<file path="config.mk">
export PLATFORM = sky130hd
export DESIGN_NAME = crot_scheduler
export DESIGN_NICKNAME = d
export VERILOG_FILES = /design/src/rtl/crot_pkg.sv /design/src/rtl/crot_index_gen.sv /design/src/rtl/crot_scheduler.sv
export SDC_FILE = /design/constraint.sdc
export NUM_CORES = 1
export LEC_CHECK = 0
export ABC_AREA = 1
export CORE_UTILIZATION = 42
export CTS_CLUSTER_SIZE = 16
export DETAILED_ROUTE_END_ITERATION = 10
export DONT_BUFFER_PORTS = 1
export SYNTH_ARGS = -nofsm -noshare
export SYNTH_HDL_FRONTEND = slang
export SYNTH_SLANG_ARGS = --single-unit
</file>
<file path="constraint.sdc">
create_clock -name clk -period 2.5 [get_ports clk]
set_clock_uncertainty 0.15 [all_clocks]
set_input_delay 0.375 -clock clk [delete_from_list [all_inputs] [get_ports clk]]
set_output_delay 0.375 -clock clk [all_outputs]
set_load 0.05 [all_outputs]
</file>
<file path="src/rtl/crot_pkg.sv">
// crot_pkg: shared definitions for the controlled-rotation scheduler.
//   - TOTAL_WIDTH: amplitude/angle width (S3.4 signed, 8 bits), mirrors fixed_point_params.vh
//   - crot_state_e: scheduler FSM encoding
//   - AMP_ONE / AMP_ZERO: reset amplitudes for the |0> state
//   - is_qual / insert_ones: qualifying-index helpers (bit test / bit insert)
package crot_pkg;

   localparam int unsigned TOTAL_WIDTH = 8;

   // Helper vectors are sized for the widest legal index so one function serves every NQ.
   localparam int unsigned QIW = 3;
   localparam int unsigned IXW = 8;

   typedef enum logic [1:0] {
      StIdle = 2'd0,
      StScan = 2'd1,
      StFin  = 2'd2
   } crot_state_e;

   localparam logic [TOTAL_WIDTH-1:0] AMP_ONE  = TOTAL_WIDTH'(16);
   localparam logic [TOTAL_WIDTH-1:0] AMP_ZERO = '0;

   typedef struct packed {
      logic [TOTAL_WIDTH-1:0] r;
      logic [TOTAL_WIDTH-1:0] i;
   } amp_t;

   // True when address idx has both the control and the target bit set.
   function automatic logic is_qual(input logic [IXW-1:0] idx,
                                    input logic [QIW-1:0] ctrl,
                                    input logic [QIW-1:0] tgt);
      return idx[ctrl] & idx[tgt];
   endfunction

   // Spread the counter bits over all positions except ctrl/tgt, which are forced to 1.
   function automatic logic [IXW-1:0] insert_ones(input logic [IXW-1:0] cnt,
                                                  input logic [QIW-1:0] ctrl,
                                                  input logic [QIW-1:0] tgt);
      logic [IXW-1:0] idx;
      logic [QIW-1:0] j;
      idx = '0;
      j   = '0;
      for (int p = 0; p < IXW; p++) begin
         if (QIW'(p) == ctrl || QIW'(p) == tgt) begin
            idx[p] = 1'b1;
         end else begin
            idx[p] = cnt[j];
            j      = j + QIW'(1);
         end
      end
      return idx;
   endfunction

endpackage

</file>
<file path="src/rtl/crot_index_gen.sv">
// crot_index_gen: scan counter and bank index formation for crot_scheduler.
// Config macro: CROT_FAST_SCAN_EN -- when defined, only qualifying addresses are visited
// (NQ-2 bit counter with 1s inserted at ctrl/tgt); otherwise a linear scan of all addresses.
// Ports:
//   clk, rst_n     clock, async active-low reset
//   clr            clear the counter (scan start)
//   en             advance the counter (scanning)
//   ctrl, tgt      latched control/target qubit indices
//   idx            current bank address
//   last           current address is the final one of the scan
//   wr_en          current address must be written with the rotated value
module crot_index_gen
   import crot_pkg::*;
#(
   parameter int unsigned NQ = 3
) (
   input  logic           clk,
   input  logic           rst_n,
   input  logic           clr,
   input  logic           en,
   input  logic [QIW-1:0] ctrl,
   input  logic [QIW-1:0] tgt,
   output logic [NQ-1:0]  idx,
   output logic           last,
   output logic           wr_en
);

`ifdef CROT_FAST_SCAN_EN
   // NQ=2 still needs a one-bit counter; it only ever holds 0.
   localparam int unsigned CW = (NQ > 2) ? NQ - 2 : 1;
   localparam logic [CW-1:0] CNT_LAST = CW'((1 << (NQ - 2)) - 1);
`else
   localparam int unsigned CW = NQ;
   localparam logic [CW-1:0] CNT_LAST = '1;
`endif

   logic [CW-1:0]  cnt_q;
   logic [IXW-1:0] cnt_ext;
   logic [IXW-1:0] idx_full;
   logic           unused_idx_hi;

   always_ff @(posedge clk or negedge rst_n) begin
      if (!rst_n) begin
         cnt_q <= '0;
      end else if (clr) begin
         cnt_q <= '0;
      end else if (en) begin
         cnt_q <= cnt_q + CW'(1);
      end
   end

   assign cnt_ext = IXW'(cnt_q);

`ifdef CROT_FAST_SCAN_EN
   assign idx_full = insert_ones(cnt_ext, ctrl, tgt);
   assign wr_en    = 1'b1;
`else
   assign idx_full = cnt_ext;
   assign wr_en    = is_qual(idx_full, ctrl, tgt);
`endif

   assign idx           = idx_full[NQ-1:0];
   assign unused_idx_hi = ^idx_full[IXW-1:NQ];
   assign last          = (cnt_q == CNT_LAST);

endmodule

</file>
<file path="src/rtl/crot_scheduler.sv">
// crot_scheduler: sequential front-end for the external controlled-rotation unit.
// Holds a 2^NQ amplitude bank; on start, presents every amplitude whose control and target
// bits are both 1 to the rotation unit and writes the returned value back.
// Config macro: CROT_FAST_SCAN_EN (handled inside crot_index_gen).
// Ports:
//   clk, rst_n            clock, async active-low reset (bank returns to |0>)
//   start                 request one controlled rotation (ctrl_idx, tgt_idx, theta sampled)
//   ld_valid/addr/r/i     bank load, ignored while busy
//   rd_addr, rd_r/rd_i    registered readout, one-cycle latency
//   rot_in_r/i, rot_theta amplitude and angle presented to the rotation unit
//   rot_out_r/i           combinational result from the rotation unit
//   busy, done, err       scanning / completion pulse / rejected-start pulse
module crot_scheduler
   import crot_pkg::*;
#(
   parameter int unsigned NQ = 3
) (
   input  logic                   clk,
   input  logic                   rst_n,
   input  logic                   start,
   input  logic [$clog2(NQ)-1:0]  ctrl_idx,
   input  logic [$clog2(NQ)-1:0]  tgt_idx,
   input  logic [TOTAL_WIDTH-1:0] theta,
   input  logic                   ld_valid,
   input  logic [NQ-1:0]          ld_addr,
   input  logic [TOTAL_WIDTH-1:0] ld_r,
   input  logic [TOTAL_WIDTH-1:0] ld_i,
   input  logic [NQ-1:0]          rd_addr,
   output logic [TOTAL_WIDTH-1:0] rd_r,
   output logic [TOTAL_WIDTH-1:0] rd_i,
   output logic [TOTAL_WIDTH-1:0] rot_in_r,
   output logic [TOTAL_WIDTH-1:0] rot_in_i,
   output logic [TOTAL_WIDTH-1:0] rot_theta,
   input  logic [TOTAL_WIDTH-1:0] rot_out_r,
   input  logic [TOTAL_WIDTH-1:0] rot_out_i,
   output logic                   busy,
   output logic                   done,
   output logic                   err
);

   localparam int unsigned IW    = $clog2(NQ);
   localparam int unsigned DEPTH = 1 << NQ;
   // One extra bit so NQ itself is representable when all IW-bit codes are legal.
   localparam logic [IW:0] NQ_LIM = (IW + 1)'(NQ);

   crot_state_e            state_q, state_d;
   logic                   start_legal;
   logic                   accept;
   logic                   err_d, err_q;
   logic [QIW-1:0]         ctrl_q, tgt_q;
   logic [TOTAL_WIDTH-1:0] theta_q;
   amp_t                   bank_q [DEPTH];
   amp_t                   rd_q;
   logic [NQ-1:0]          idx;
   logic                   last;
   logic                   wr_en;

   assign start_legal = (ctrl_idx != tgt_idx) &&
                        ({1'b0, ctrl_idx} < NQ_LIM) &&
                        ({1'b0, tgt_idx} < NQ_LIM);

   // FIN behaves like IDLE towards start so a new rotation can chain off the done cycle.
   always_comb begin
      state_d = state_q;
      accept  = 1'b0;
      err_d   = 1'b0;
      case (state_q)
         StScan: begin
            if (last) state_d = StFin;
         end
         default: begin
            state_d = StIdle;
            if (start) begin
               if (start_legal) begin
                  state_d = StScan;
                  accept  = 1'b1;
               end else begin
                  err_d = 1'b1;
               end
            end
         end
      endcase
   end

   always_ff @(posedge clk or negedge rst_n) begin
      if (!rst_n) begin
         state_q <= StIdle;
         err_q   <= 1'b0;
         ctrl_q  <= '0;
         tgt_q   <= '0;
         theta_q <= '0;
      end else begin
         state_q <= state_d;
         err_q   <= err_d;
         if (accept) begin
            ctrl_q  <= QIW'(ctrl_idx);
            tgt_q   <= QIW'(tgt_idx);
            theta_q <= theta;
         end
      end
   end

   assign busy = (state_q == StScan);
   assign done = (state_q == StFin);
   assign err  = err_q;

   crot_index_gen #(
      .NQ(NQ)
   ) u_index_gen (
      .clk  (clk),
      .rst_n(rst_n),
      .clr  (accept),
      .en   (busy),
      .ctrl (ctrl_q),
      .tgt  (tgt_q),
      .idx  (idx),
      .last (last),
      .wr_en(wr_en)
   );

   // Scan writes own the bank while busy; loads only land outside a scan.
   always_ff @(posedge clk or negedge rst_n) begin
      if (!rst_n) begin
         for (int a = 0; a < DEPTH; a++) begin
            bank_q[a] <= (a == 0) ? {AMP_ONE, AMP_ZERO} : {AMP_ZERO, AMP_ZERO};
         end
      end else if (busy) begin
         if (wr_en) bank_q[idx] <= {rot_out_r, rot_out_i};
      end else if (ld_valid) begin
         bank_q[ld_addr] <= {ld_r, ld_i};
      end
   end

   always_ff @(posedge clk or negedge rst_n) begin
      if (!rst_n) begin
         rd_q <= '0;
      end else begin
         rd_q <= bank_q[rd_addr];
      end
   end

   assign rd_r      = rd_q.r;
   assign rd_i      = rd_q.i;
   assign rot_in_r  = busy ? bank_q[idx].r : '0;
   assign rot_in_i  = busy ? bank_q[idx].i : '0;
   assign rot_theta = theta_q;

endmodule

</file>
==> run summary <==
The post-synthesis sequential area ratio is 41.5%, and the x dimension of the die is 155 um. The number of nets handed over by synthesis was 1453. The run gives 2 as the maximum count of clock buffers along a single path. After detailed placement, the design holds a cell count of 1663. In this run the standard cell core region covers 22700 um2. In the routed design, unresolved DRC markers number 0. For the count of hold buffers inserted by post-cts repair, the log shows 14.

VDD sags by at most 0.573 mV. Entering global routing, the biggest net connects 163 pins. The minimum setup slack in the final design was -0.0270 ns.

The run gives 39700 um as the final wirelength. For the number of placement rows, the log shows 55. For this design, the sink count on the clock tree is 162.

The final hold violation count is 162. The number of slew-limit violations in the final report was 0; the height of the die was 155 um. The cell sitting at the root of the clock tree is a sky130_fd_sc_hd__clkbuf_16. The kind of critical path is flip-flop to primary output. Once detailed placement completed, the half-perimeter wirelength came to 25400 um. The residual overflow from global routing was 0. The library cells used most frequently in the layout, excluding fill and tap cells, are sky130_fd_sc_hd__nand2_1, sky130_fd_sc_hd__dfrtp_1, sky130_fd_sc_hd__nand3_1.

The count of nets after finishing is 1490, and the DRC marker count from the first detailed-route iteration is 1255. At the end of routability-driven placement, the weighted congestion stood at 0.920. Counting distinct cell types in the post-synthesis netlist gives 24. Counting the buffers created by CTS gives 17.

The number of port buffers was 0. The run finished, with violations left. The number of antenna violations at the first check in global routing is 0, and the count of final setup violators is 6. For the worst setup path, the data required time is 1.98 ns. In the finished design, the share of the clock period the worst path needs comes to 101%. The post-synthesis cell area came out at 9780 um2. The slack of the worst reg-to-reg path is 0.12 ns, and the level count of the clock H-tree is 4. The logs give -0.535 ns for the hold slack and 5 for the iteration count of the initial detailed-routing pass. The post-layout minimum cycle time was 2.53 ns.

Along the worst path, the maximum fanout reaches 4. Counting flops and latches in the post-synthesis netlist gives 162. The average cell area after synthesis was 7.00 um2. The repair_antennas step left the layout with diodes totalling 0. The analysis attributes to cell leakage a power of 5.50 nW. Static timing analysis puts the maximum clock frequency at 0.396 GHz.

The cell count after synthesis came out at 1397. At the placement stage, the worst setup path has a slack of 0.199 ns. The number of global-route vias before repair was 9965; the starting density of the core was 43.1%. The final reports fail on negative hold slack, negative setup slack. Of all cell types, the one taking the most synthesized area is sky130_fd_sc_hd__dfrtp_1. The total power consumption of the routed design was 14.8 mW. The worst setup path is captured at a primary output.

TritonCTS built the clock tree. The ratio of cells with drive above 1 in the final layout is 15.0%, and the worst-skew pair later-pin latency is 0.45 ns. The routed design uses 4090 um of met3 wire. The most frequent standard cell in the layout excluding fill and tap cells was sky130_fd_sc_hd__nand2_1. The synthesized design devotes to its leading area cell type 41.2% of total area. Clock-pin slew was measured on the worst setup and hold paths at 0.07 ns. The logs give 58600 um for the wire length of the first global-routing pass and 48.0% for the worst slew slack as a fraction of its limit. The average routed wire per standard cell is 22.9 um.

Wire segments on met2 add up to 17900 um in the final route. The final instance count without filler cells is 1732. By area the synthesized netlist is led by sky130_fd_sc_hd__dfrtp_1, sky130_fd_sc_hd__nand2_1, sky130_fd_sc_hd__o22ai_1, sky130_fd_sc_hd__nand3_1, sky130_fd_sc_hd__o21ai_0.

Compared with the post-synthesis result, the final layout area differs by 22.4%. For this design the top-level I/O count stands at 97. For this run, the number of Yosys warnings is 0. The logs give 15000 um for the detailed-route wire length on metal 1 and 2.00 ns for the data arrival time of the critical path. The classification of the worst-slack hold path was input port to asynchronous set/reset pin. Max-cap violations in this run came to 0. Detailed routing inserted a total of 10800 vias. The detail route stage leaves a number of antenna-violating nets equal to 0. Power spread over the standard cell area amounts to 1230 nW/um2. The detailed router used layers up to and including met4. The global-route usage over all layers is 32.8%. Setup repair after global routing could not meet its margin everywhere. For the pin with the worst max-slew slack, the measured transition is 0.778 ns. The worst setup path is launched from a flip-flop. The via count normalized by instance count works out to 6.23. The die covers 23900 um2.
[area by class of cell]
type / count / area (um2)
fill: 2158 / 10700
multi-input combinational: 1025 / 5170
sequential: 162 / 4060
timing repair buffer: 118 / 1370
inverter: 109 / 433
clock buffer: 18 / 429
tap: 285 / 357
clock inverter: 14 / 141
timing repair inverter: 1 / 6.26
[through the flow]
| step | hold WS, ns | TNS (ns) | utilization [%] | instance area, um2 |
|---|---|---|---|---|
| after global routing | -0.544 | -0.519 | 52.7 | 12000 |
| after detailed placement | -0.0662 | 0 | 46.8 | 10600 |
| after floorplan | -0.0706 | 0 | - | 9840 |
| final | -0.535 | -0.0772 | 52.7 | 12000 |
| after CTS | -0.539 | -0.124 | 51.5 | 11700 |
| after global placement | -0.0664 | 0 | 46.8 | 10600 |
[worst paths after layout]
check                                   startpoint            to  cells past startpoint
worst max-delay path            u_index_gen.idx[0]   rot_in_r[3]                      8
worst min-delay path                         rst_n  rot_theta[1]                      0
worst max register to register  u_index_gen.idx[0]    bank_q[83]                     10
worst min register to register         bank_q[110]   bank_q[110]                      2
max in group asynchronous                    rst_n   bank_q[124]                      0
min in group clk                        rd_addr[0]       rd_i[1]                      3
[where the power goes]
group / leakage [nW] / switching [mW] / internal (mW)
clock network: 0.272 / 1.25 / 1.40
registers: 2.16 / 1.14 / 3.54
logic: 3.06 / 4.82 / 2.61
total: 5.50 / 7.20 / 7.56
[synthesized netlist by cell type]
library cell	n
sky130_fd_sc_hd__inv_1	102
sky130_fd_sc_hd__dfrtp_1	161
sky130_fd_sc_hd__and2_1	14
sky130_fd_sc_hd__nand2_1	414
sky130_fd_sc_hd__o21ai_0	134
sky130_fd_sc_hd__dfstp_2	1
sky130_fd_sc_hd__nand2_2	5
sky130_fd_sc_hd__o21ai_2	7
sky130_fd_sc_hd__clkbuf_1	37
sky130_fd_sc_hd__nand3_2	4
sky130_fd_sc_hd__nand3_1	149
sky130_fd_sc_hd__o21ai_1	10
sky130_fd_sc_hd__o22ai_1	143
sky130_fd_sc_hd__buf_4	6
sky130_fd_sc_hd__xnor2_1	1
sky130_fd_sc_hd__o21a_1	12
sky130_fd_sc_hd__and2_0	1
sky130_fd_sc_hd__nand2_4	1
sky130_fd_sc_hd__ha_1	2
sky130_fd_sc_hd__buf_1	15
sky130_fd_sc_hd__a21oi_1	81
sky130_fd_sc_hd__inv_2	7
sky130_fd_sc_hd__nor2_1	47
sky130_fd_sc_hd__buf_2	43
[registers in the layout, summed over array words and instances, names as in the netlist]
register         flops
bank_q             128
ctrl_q               2
err                  1
rd_i                 8
rd_r                 8
rot_theta            8
state_q              2
tgt_q                2
u_index_gen.idx      3
[metal layers]
layer / track usage, % / vias up
met5: 0 / -
met4: 21.7 / 0
met3: 5.41 / 159
met2: 51.8 / 743
met1: 41.7 / 5081
li1: - / 4808
[worst max-delay path, cell delays in order, from the launching register on]
cell and delay [ns]:
sky130_fd_sc_hd__dfrtp_2 0.48, sky130_fd_sc_hd__clkinv_4 0.12, sky130_fd_sc_hd__buf_6 0.12, sky130_fd_sc_hd__nand3_2 0.09, sky130_fd_sc_hd__buf_6 0.15, sky130_fd_sc_hd__o22ai_2 0.09
sky130_fd_sc_hd__nor2_1 0.07, sky130_fd_sc_hd__a21oi_2 0.26, sky130_fd_sc_hd__buf_12 0.18
[cells by family (layout without fill, tap and decap cells)]
family | after synthesis | count (layout) | share of synthesized area [%]
flip-flops | 162 | 162 | 41.5
XOR/XNOR | 1 | 1 | 0.0896
buffers and inverters | 210 | 260 | 8.84
AO/OA/AOI/OAI | 387 | 387 | 22.2
adder cells (fa/ha/maj) | 2 | 2 | 0.256
AND/OR/NAND/NOR | 635 | 635 | 27.1
[timing repair]
item,4_1_cts,5_1_grt
endpoints found under the setup margin,16,17
pin swaps,16,21
cloned,3,4
endpoints found under the hold margin,179,162
buffers inserted,12,5
resized for setup,50,69
Note: power is estimated with default switching activity, not from simulation.
